$ cat src/rtl/ldpc_bitflip_decoder.sv
// Hard-decision bit-flipping LDPC decoder.
// A received word is captured, its syndrome is checked, and on each FLIP
// iteration every bit touching the largest number of unsatisfied checks is
// inverted, until the syndrome clears or the iteration budget runs out.
module ldpc_bitflip_decoder #(
    parameter int N = 15,
    parameter int M = 15,
    // Row i occupies bits [i*N +: N]; default rows have ones at (i+{0,1,3,7}) mod 15.
    parameter logic [N*M-1:0] H = {
        15'h4045, 15'h6022, 15'h3011, 15'h5808, 15'h2C04,
        15'h1602, 15'h0B01, 15'h4580, 15'h22C0, 15'h1160,
        15'h08B0, 15'h0458, 15'h022C, 15'h0116, 15'h008B
    },
    parameter int MAX_ITER = 8
) (
    input  logic         clk,
    input  logic         rst,
    input  logic         in_valid,
    output logic         in_ready,
    input  logic [N-1:0] c_in,
    output logic         out_valid,
    input  logic         out_ready,
    output logic [N-1:0] c_out,
    output logic [M-1:0] s,
    output logic         error,
    output logic         fail,
    output logic [7:0]   iter
);

    localparam int CW = $clog2(M + 1);
    localparam logic [7:0] MAX_IT = 8'(MAX_ITER);

    typedef enum logic [1:0] {
        IDLE,
        CHECK,
        FLIP,
        DONE
    } state_t;

    state_t          state;
    logic [N-1:0]    work;
    logic [7:0]      iter_cnt;
    logic [M-1:0]    syn;
    logic [CW-1:0]   cnt [N];
    logic [CW-1:0]   max_cnt;
    logic [N-1:0]    flip_mask;

    // Syndrome of the working word over GF(2).
    always_comb begin
        syn = '0;
        for (int unsigned i = 0; i < M; i++) begin
            for (int unsigned j = 0; j < N; j++) begin
                syn[i] = syn[i] ^ (H[i*N+j] & work[j]);
            end
        end
    end

    // Per-bit unsatisfied-check counts, their maximum and the resulting flip set.
    always_comb begin
        max_cnt   = '0;
        flip_mask = '0;
        for (int unsigned j = 0; j < N; j++) begin
            cnt[j] = '0;
            for (int unsigned i = 0; i < M; i++) begin
                cnt[j] = cnt[j] + CW'(H[i*N+j] & syn[i]);
            end
            if (cnt[j] > max_cnt) max_cnt = cnt[j];
        end
        for (int unsigned j = 0; j < N; j++) begin
            flip_mask[j] = (max_cnt != '0) && (cnt[j] == max_cnt);
        end
    end

    // Control FSM with registered handshake and result outputs.
    // Results are loaded on the CHECK->DONE edge; out_valid follows one cycle
    // later, giving the two-cycle clean-word latency.
    always_ff @(posedge clk or posedge rst) begin
        if (rst) begin
            state     <= IDLE;
            work      <= '0;
            iter_cnt  <= '0;
            in_ready  <= 1'b1;
            out_valid <= 1'b0;
            c_out     <= '0;
            s         <= '0;
            error     <= 1'b0;
            fail      <= 1'b0;
            iter      <= '0;
        end else begin
            case (state)
                IDLE: begin
                    if (in_valid) begin
                        work     <= c_in;
                        iter_cnt <= '0;
                        in_ready <= 1'b0;
                        state    <= CHECK;
                    end
                end
                CHECK: begin
                    s <= syn;
                    if (iter_cnt == '0) error <= |syn;
                    if ((syn == '0) || (iter_cnt == MAX_IT)) begin
                        c_out <= work;
                        fail  <= |syn;
                        iter  <= iter_cnt;
                        state <= DONE;
                    end else begin
                        state <= FLIP;
                    end
                end
                FLIP: begin
                    work     <= work ^ flip_mask;
                    iter_cnt <= iter_cnt + 8'd1;
                    state    <= CHECK;
                end
                DONE: begin
                    if (!out_valid) begin
                        out_valid <= 1'b1;
                    end else if (out_ready) begin
                        out_valid <= 1'b0;
                        in_ready  <= 1'b1;
                        state     <= IDLE;
                    end
                end
                default: state <= IDLE;
            endcase
        end
    end

endmodule

$ cat config.mk
export PLATFORM = sky130hd
export DESIGN_NAME = ldpc_bitflip_decoder
export DESIGN_NICKNAME = d
export VERILOG_FILES = /design/src/rtl/ldpc_bitflip_decoder.sv
export SDC_FILE = /design/constraint.sdc
export NUM_CORES = 1
export LEC_CHECK = 0
export CAP_MARGIN = 20
export CORE_UTILIZATION = 60
export CTS_CLUSTER_SIZE = 16
export DETAILED_ROUTE_END_ITERATION = 10
export GPL_ROUTABILITY_DRIVEN = 0
export MAX_ROUTING_LAYER = met4
export PLACE_DENSITY = 0.88
export REMOVE_ABC_BUFFERS = 1
export SYNTH_ARGS = -nofsm -noshare
export SYNTH_HDL_FRONTEND = slang
export SYNTH_SLANG_ARGS = --single-unit
export TNS_END_PERCENT = 100
$ cat constraint.sdc
create_clock -name clk -period 21.6 [get_ports clk]
set_input_delay 2.16 -clock clk [delete_from_list [all_inputs] [get_ports clk]]
set_output_delay 2.16 -clock clk [all_outputs]
set_load 0.01 [all_outputs]
==> results of run 1 <==
==> flip-flops by register name, indices dropped and copies added, names as in the netlist <==
name and flops:
c_out 15, out_valid 1, error 1, work 15
iter_cnt 8, in_ready 1, s 15, state 2
fail 1, iter 8
==> timing repair <==
action	CTS	global route
endpoints found under the setup margin	0	15
buffers inserted	0	5
hold buffers	0	0
resized for setup	0	6
==> path summary, 6_finish.rpt <==
check | startpoint | to | slack (ns)
worst max register to register | work[0] | work[3] | 1.43
worst max-delay path | work[0] | work[3] | 1.43
max in group asynchronous | rst | c_out[2] | 18.66
worst min register to register | s[0] | s[0] | 0.48
worst min-delay path | s[0] | s[0] | 0.48
min in group asynchronous | rst | iter[6] | 2.38
==> logic make-up (layout without fill, tap and decap cells) <==
kind of cell,after synthesis,count (layout)
AOI/OAI and AO/OA,162,162
muxes,63,63
DFF,67,67
adders and majority gates,104,104
buffers and inverters,118,167
xor gates and xnor gates,76,76
and+or+nand+nor,159,159
==> critical path, delay by kind of cell, from the launching register on <==
family	cells	cell delay, ns
buffers and inverters	8	0.87
adders and majority gates	17	4.82
AOI/OAI and AO/OA	37	8.23
DFF	1	0.59
xor gates and xnor gates	3	0.69
and+or+nand+nor	25	3.63
muxes	4	1.21
==> Yosys cell counts (3+ instances only) <==
cell,count
a22o_1,3
buf_2,11
mux2_2,35
o2111ai_1,3
and2_1,3
xor2_1,15
and3_1,4
o22a_1,18
xnor2_1,61
nor2b_1,6
nand3b_1,6
buf_1,3
dfrtp_1,66
a211o_1,3
ha_1,90
nor3_2,5
o21ai_0,34
nand3_1,12
a21oi_1,42
mux2i_1,28
clkbuf_1,19
nor4_1,3
o21a_1,3
o2111a_1,3
nor2_1,32
fa_1,14
inv_1,82
nand4_1,5
a21o_1,3
nand2b_1,8
o22ai_1,20
nand2_1,63
nor3_1,3
==> metrics by stage <==
step | setup WS (ns) | util (%)
final | 1.43 | 71.6
after global routing | -0.0464 | 71.6
after CTS | 1.34 | 70.7
after detailed placement | 1.43 | 68.2
after global placement | 2.51 | 68.2
after floorplan | 3.76 | -
==> cell type report <==
type                       instances  area (um^2)  area share [%]
multi-input combinational        564         4710            60.1
sequential                        67         1680            21.4
timing repair buffer              69          681            8.69
inverter                          82          308            3.93
clock buffer                      10          239            3.05
tap                              140          175            2.24
clock inverter                     6         41.3           0.527
==> metal layers <==
layer | global-route usage [%] | share of wire, %
met1 | 38.8 | 43
met2 | 51.2 | 49
met3 | 4.90 | 4.9
met4 | 13.9 | 3.2
met5 | - | 0
==> results.ini, run 1 <==
[layout]
final_area_mm2 = 0.00783
syn_to_final_growth_pct = 14.7
fin_nets = 916
layout-drive-gt1-share_pct = 11.2
stdcell_count = 938
fillers = 719
antennaDiodeCount = 0
layout_common_cells = 90 x ha_1, 81 x inv_1, 66 x dfrtp_1
final_common_cell = ha_1

[placed_design]
placed_area_mm2 = 0.00745
dp_cells = 917
io_buffer_count = 60
dpl.hpwl_mm = 12.5

[yosys]
seq_area_frac_synth_pct = 24.6
ys_seq_elements = 67
synthTopCellsByArea = dfrtp_1 24%, ha_1 17%, xnor2_1 7.8%
synth_edf_count = 0
yosys_most_used_dff = dfrtp_1
synth_area_mm2 = 0.00682
synthXorXnorAreaFrac_pct = 9.76
synth.distinct_cells = 66
synth_top_cell_by_area = dfrtp_1
yosysWarnings = 0
avgSynthCellArea_um2 = 9.11
synthAdderAreaFrac_pct = 20.6
syn-instance-count = 749
synth_top_family_by_area = adder cells
synthSimpleGateAreaFrac_pct = 11.6
synth_top_area_share_pct = 24.2
synthMuxAreaShare_pct = 9.88
async_reset_ff_share_pct = 100
synth_compound_area_share_pct = 16.5

[global_route]
globalRouteOverflowTotal = 0
antenna_found_initial = 0
grt_max_degree = 68
grt_pass1_wl_mm = 28.2
grt_pass1_vias = 5747
track_usage_pct = 31.5

[detailed_routing]
drt-total-wl_mm = 17.2
first_pass_iters = 5
drtIter0Drc = 380
drc = 0
num_vias = 5752
post_drt_via_cell_ratio = 6.13
wl_per_cell_um = 18.4
drtAntennaViolNets = 0

[clock_network]
cts.path.max_buffers = 2
htreeDepth = 3
insertion_delay_ns = 0.34
root_buffer = clkbuf_16
path_clk_slew_ns = 0.05
cts_buffers = 9
cts.sinks = 67
cts_tree = done

[critical_path]
worstPathRequired_ns = 21.80
slowest_delay_ns = 0.59
r2r_cells = 94
path_max_fanout = 13
critPathCaptureType = flip-flop
cp_common_cell = ha_1
startpoint_type = flip-flop
crit_type = flip-flop to flip-flop
cp.arrival_ns = 20.37
critPathSlowestCell = dfrtp_1

[status]
status = complete, no violations

[timing]
fin_crit_ns = 20.17
finClkSkew_ns = 0.00833
setup-violations-final = 0
finalMaxSlewViolations = 0
period_share_pct = 93.4
finalHoldViolCount = 0
fmax_ghz = 0.0496
maxSlewHeadroom_pct = 29.4
hold_ws_ns = 0.478
fin_tns_setup_ns = 0
worst_pin_slew_ns = 1.06

[worst_hold_path]
hp-class = flip-flop to flip-flop
whs_path_depth = 2

[die]
rows = 38
chipWidth_um = 109
ioPinCount = 61
die_h_um = 109
core_area_mm2 = 0.0109
die_area_mm2 = 0.0118
start_util_pct = 62.4

[run]
drv_cap = 0

Power of run 1 is left out: the tool's default activity adds up to more than one toggle a clock period on the data nets, which glitch-free logic cannot reach.
==> inputs of run 2 (changes only) <==
Settings changed: PLACE_DENSITY 0.88 to unset, PLACE_DENSITY_LB_ADDON set to 0.05.
==> run 2 against run 1 <==
Compared with the run above: cell count rose by 0.11%; wire length is 4.6% lower; cell area up 0.19%; count of clock-buffer cells in the layout is 1 higher; fmax grew 1.0%; critical path depth is 2 lower; sequential share of layout area hardly changed; non-clock buffer count did not move; first-iteration DRC count decreased by 23%; clock skew fell by 0.0012 ns; largest cell class unchanged.
==> results.ini, run 2 (synthesis gave the netlist of run 1 again) <==
[layout]
stdcell_count = 939  ; +0.11%
layout_common_cells = 90 x ha_1, 81 x inv_1, 66 x dfrtp_1
syn_to_final_growth_pct = 15.0
multi_input_area_mm2 = 0.00471  ; about the same
fin_nets = 917  ; +0.11%
antennaDiodeCount = 0  ; unchanged
fillers = 860  ; +20%
layout-drive-gt1-share_pct = 10.9  ; -0.26 points
final_common_cell = ha_1
seq_area_mm2 = 0.00168  ; unchanged
top_regs = c_out x15, s x15, work x15

[timing]
period_share_pct = 92.5  ; -0.94 points
finalHoldViolCount = 0  ; unchanged
maxSlewHeadroom_pct = 27.5  ; -1.9 points
worst_pin_slew_ns = 1.09  ; +0.0312 ns
rsz0062_at_grt = no
fmax_ghz = 0.0501  ; +1.0%
setup-violations-final = 0  ; unchanged
fin_tns_setup_ns = 0  ; unchanged
finalMaxSlewViolations = 0  ; unchanged
fin_crit_ns = 19.97  ; -0.204 ns
finClkSkew_ns = 0.00710  ; -0.00123 ns

[critical_path]
critPathSlowestCell = xnor2_1
slowest_delay_ns = 0.64  ; +0.05 ns
cp_common_cell = ha_1
crit_type = flip-flop to flip-flop
cp.arrival_ns = 20.18  ; -0.19 ns
path_max_fanout = 10  ; -3
critPathLaunch = work[8]
critPathCaptureType = flip-flop
rr_startpoint = work[8]
startpoint_type = flip-flop
worstPathRequired_ns = 21.81  ; about the same

[clock_network]
ctsHoldBuffers = 0  ; unchanged
cts.path.max_buffers = 2  ; unchanged
root_buffer = clkbuf_16
insertion_delay_ns = 0.33  ; about the same
cts_buffers = 9  ; unchanged
cts.sinks = 67  ; unchanged
cts_tree = done
htreeDepth = 3  ; unchanged
path_clk_slew_ns = 0.05  ; about the same

[detailed_routing]
wl_per_cell_um = 17.5  ; -4.7%
first_pass_iters = 5  ; unchanged
num_vias = 5607  ; -2.5%
drtAntennaViolNets = 0  ; unchanged
drtIter0Drc = 294  ; -23%
drc = 0  ; unchanged
post_drt_via_cell_ratio = 5.97  ; -2.6%
drt-total-wl_mm = 16.4  ; -4.6%

[global_route]
track_usage_pct = 30.1  ; -1.4 points
grt_pass1_wl_mm = 27.0  ; -4.3%
met1_usage_pct = 41.6  ; +2.8 points
grt_max_degree = 68  ; unchanged
grt_pass1_vias = 5452  ; -5.1%
antenna_found_initial = 0  ; unchanged
grt-busiest-layer = met2
grtUsageMet2_pct = 46.8  ; -4.4 points
grt_use_met3_pct = 2.99  ; -1.9 points
globalRouteOverflowTotal = 0  ; unchanged

[worst_hold_path]
holdCritStartpoint = in_ready
hp-class = flip-flop to flip-flop

[placed_design]
dpl.hpwl_mm = 12.3  ; -1.8%
dp_cells = 915  ; -0.22%
io_buffer_count = 60  ; unchanged

[die]
die_h_um = 109  ; unchanged
die_area_mm2 = 0.0118  ; unchanged
chipWidth_um = 109  ; unchanged
core_area_mm2 = 0.0109  ; unchanged
rows = 38  ; unchanged
ioPinCount = 61  ; unchanged
start_util_pct = 62.4  ; unchanged

[run]
drv_cap = 0  ; unchanged

[status]
status = complete, no violations

[run 2: what timing repair did]
| item | 4_1_cts | 5_1_grt |
|---|---|---|
| buffers inserted | 0 | 6 |
| setup endpoints to repair | 0 | 15 |
| resized for setup | 0 | 6 |
[run 2: final cells by class]
| class | instances | area share, % |
|---|---|---|
| clock inverter | 5 | 0.686 |
| clock buffer | 11 | 2.97 |
| tap | 140 | 2.23 |
| sequential | 67 | 21.4 |
| timing repair buffer | 69 | 8.77 |
| multi-input combinational | 565 | 60.0 |
| inverter | 82 | 3.92 |
[run 2: path summary, 6_finish.rpt]
check,slack [ns],to,cells after the start
worst max-delay path,1.63,work[14],92
worst min-delay path,0.48,in_ready,2
worst max register to register,1.63,work[14],92
worst min register to register,0.48,in_ready,2
max in group asynchronous,18.66,work[1],3
min in group asynchronous,2.41,iter[0],3
[run 2: routing by layer]
| metal | routed length [um] | vias to the layer above | share of wire, % |
|---|---|---|---|
| li1 | - | 2682 | - |
| met1 | 7700 | 2723 | 47 |
| met2 | 7640 | 169 | 46 |
| met3 | 743 | 33 | 4.5 |
| met4 | 365 | 0 | 2.2 |
| met5 | 0 | - | 0 |
[run 2: stage by stage]
stage | hold WS [ns] | worst slack [ns] | util [%] | area [um^2]
after CTS | 0.475 | 1.11 | 70.6 | 7720
after detailed placement | 0.463 | 1.16 | 68.0 | 7440
final | 0.477 | 1.63 | 71.7 | 7840
after global routing | 0.510 | 0.0549 | 71.7 | 7840
after global placement | 0.459 | 2.10 | 68.0 | 7440
after floorplan | 0.472 | 3.76 | - | 6650
[run 2: critical path, delay by kind of cell, from the launching register on]
kind	cells	cell delay [ns]
simple gates	26	3.52
compound gates	39	8.67
xor+xnor	3	1.00
mux	4	1.11
flops	1	0.62
buf+inv	3	0.27
fa+ha+maj	17	4.63
Power of run 2 is left out for the same reason.
==> inputs of run 3 (changes only) <==
Settings changed: CORE_UTILIZATION 60 to 45, SLEW_MARGIN set to 25.
==> run 3 against run 2 <==
Compared with the run above: sequential cell count did not move; core utilization fell by 18 points; cell area rose by 0.96%; clock skew rose by 0.0027 ns; via count fell by 3.3%; register-to-register slack got worse by 0.05 ns; fmax fell by 0.23%; die area rose by 33%; count of clock-buffer cells in the layout fell by 2; critical path depth rose by 1; critical endpoint is now work[4].
==> results.ini, run 3 (synthesis gave the netlist of run 1 again) <==
[status]
status = complete, no violations

[global_route]
grt_pass1_vias = 5255  ; -3.6%
grt_max_degree = 68  ; unchanged
grt_use_met3_pct = 3.72  ; +0.73 points
antenna_found_initial = 0  ; unchanged
grtUsageMet2_pct = 36.1  ; -11 points
grt_pass1_wl_mm = 27.6  ; +2.1%
globalRouteOverflowTotal = 0  ; unchanged
grt-busiest-layer = met2
met1_usage_pct = 31.0  ; -11 points
track_usage_pct = 23.0  ; -7.1 points

[placed_design]
dpl.hpwl_mm = 12.9  ; +4.9%
dp_cells = 962  ; +5.1%
io_buffer_count = 60  ; unchanged

[layout]
fin_nets = 917  ; unchanged
stdcell_count = 983  ; +4.7%
final_common_cell = ha_1
syn_to_final_growth_pct = 16.1
antennaDiodeCount = 0  ; unchanged
fillers = 1344  ; +56%
seq_area_mm2 = 0.00168  ; unchanged
layout-drive-gt1-share_pct = 11.4  ; +0.50 points
top_regs = c_out x15, s x15, work x15
layout_common_cells = 90 x ha_1, 81 x inv_1, 66 x dfrtp_1
multi_input_area_mm2 = 0.00471  ; about the same

[clock_network]
cts.sinks = 67  ; unchanged
root_buffer = clkbuf_16
cts_tree = done
htreeDepth = 3  ; unchanged
cts.path.max_buffers = 2  ; unchanged
ctsHoldBuffers = 0  ; unchanged
insertion_delay_ns = 0.34  ; about the same
path_clk_slew_ns = 0.07  ; +0.02 ns
cts_buffers = 9  ; unchanged

[timing]
fin_crit_ns = 20.02  ; +0.0462 ns
maxSlewHeadroom_pct = 39.4  ; +12 points
period_share_pct = 92.7  ; +0.21 points
finalHoldViolCount = 0  ; unchanged
fmax_ghz = 0.0500  ; -0.23%
rsz0062_at_grt = no
fin_tns_setup_ns = 0  ; unchanged
worst_pin_slew_ns = 0.909  ; -0.179 ns
setup-violations-final = 0  ; unchanged
finClkSkew_ns = 0.00984  ; +0.00274 ns
finalMaxSlewViolations = 0  ; unchanged

[detailed_routing]
wl_per_cell_um = 17.0  ; -2.8%
drtAntennaViolNets = 0  ; unchanged
drtIter0Drc = 456  ; +55%
first_pass_iters = 7  ; +2
num_vias = 5421  ; -3.3%
drc = 0  ; unchanged
post_drt_via_cell_ratio = 5.51  ; -7.6%
drt-total-wl_mm = 16.7  ; +1.7%

[critical_path]
path_buf_inv = 6  ; +3
crit_path_end = work[4]
r2r_cells = 93  ; +1.1%
crit_type = flip-flop to flip-flop
critPathLaunch = work[0]
cp_top_family = compound AO/OA/AOI/OAI gates
slowest_delay_ns = 0.54  ; -0.10 ns
critPathCaptureType = flip-flop
rr_startpoint = work[0]
cp.arrival_ns = 20.22  ; +0.04 ns
cp_common_cell = ha_1
r2r_slack_ns = 1.58  ; -0.05 ns
r2r_end = work[4]
worst-path-stages = 93  ; +1.1%
worstPathRequired_ns = 21.81  ; about the same
startpoint_type = flip-flop
critPathSlowestCell = o21ai_4
path_max_fanout = 20  ; +10

[die]
rows = 44  ; +16%
core_area_mm2 = 0.0146  ; +34%
die_h_um = 125  ; +15%
ioPinCount = 61  ; unchanged
start_util_pct = 46.6  ; -16 points
die_area_mm2 = 0.0157  ; +33%
chipWidth_um = 125  ; +15%

[worst_hold_path]
hp-class = flip-flop to flip-flop
holdCritStartpoint = s[9]

[run]
drv_cap = 0  ; unchanged

run 3: changes by cell type in the layout (fill, tap and decap cells not counted), moves of 2 or more:
| cell | previous run | this run |
|---|---|---|
| clkinv_2 | 3 | 1 |
| buf_4 | 7 | 9 |
| clkbuf_1 | 2 | 0 |
| inv_6 | 0 | 3 |
run 3: worst min-delay path, stage by stage, from the launching register on:
cell and delay [ns]:
dfrtp_1 0.34, nand2_1 0.04, o21ai_0 0.06
run 3: metal layers:
layer | vias up | part of all wire (%)
li1 | 2681 | -
met1 | 2608 | 49
met2 | 124 | 46
met5 | - | 0
met3 | 8 | 4.0
met4 | 0 | 0.88
run 3: area by class of cell:
class / instances / share of cell area, %
clock buffers: 9 / 2.84
inverters: 82 / 3.89
clock inverters: 7 / 1.01
multi-input cells: 564 / 59.5
well taps: 184 / 2.91
flip-flops and latches: 67 / 21.2
repair buffers: 70 / 8.69
run 3: worst min path at each step:
stage | to | slack, ns | depth (start not counted)
after floorplan | in_ready | 0.47 | 2
after global placement | in_ready | 0.46 | 2
after detailed placement | s[9] | 0.47 | 2
after CTS | s[9] | 0.48 | 2
after global routing | s[9] | 0.49 | 2
final | s[9] | 0.48 | 2
run 3: through the flow:
step                      hold WS, ns  area, um^2  setup slack (ns)  util [%]
after floorplan                 0.472        6650              3.76         -
after global placement          0.461        7520              1.73      51.3
after detailed placement        0.469        7520              1.12      51.3
after CTS                       0.484        7820             0.989      53.4
after global routing            0.490        7920            0.0445      54.1
final                           0.476        7920              1.58      54.1
run 3: what timing repair did:
item	4_1_cts	5_1_grt
setup buffers	0	5
endpoints found under the setup margin	0	15
gates resized for setup	0	6
endpoints found under the hold margin	0	0
Power of run 3 is left out for the same reason.
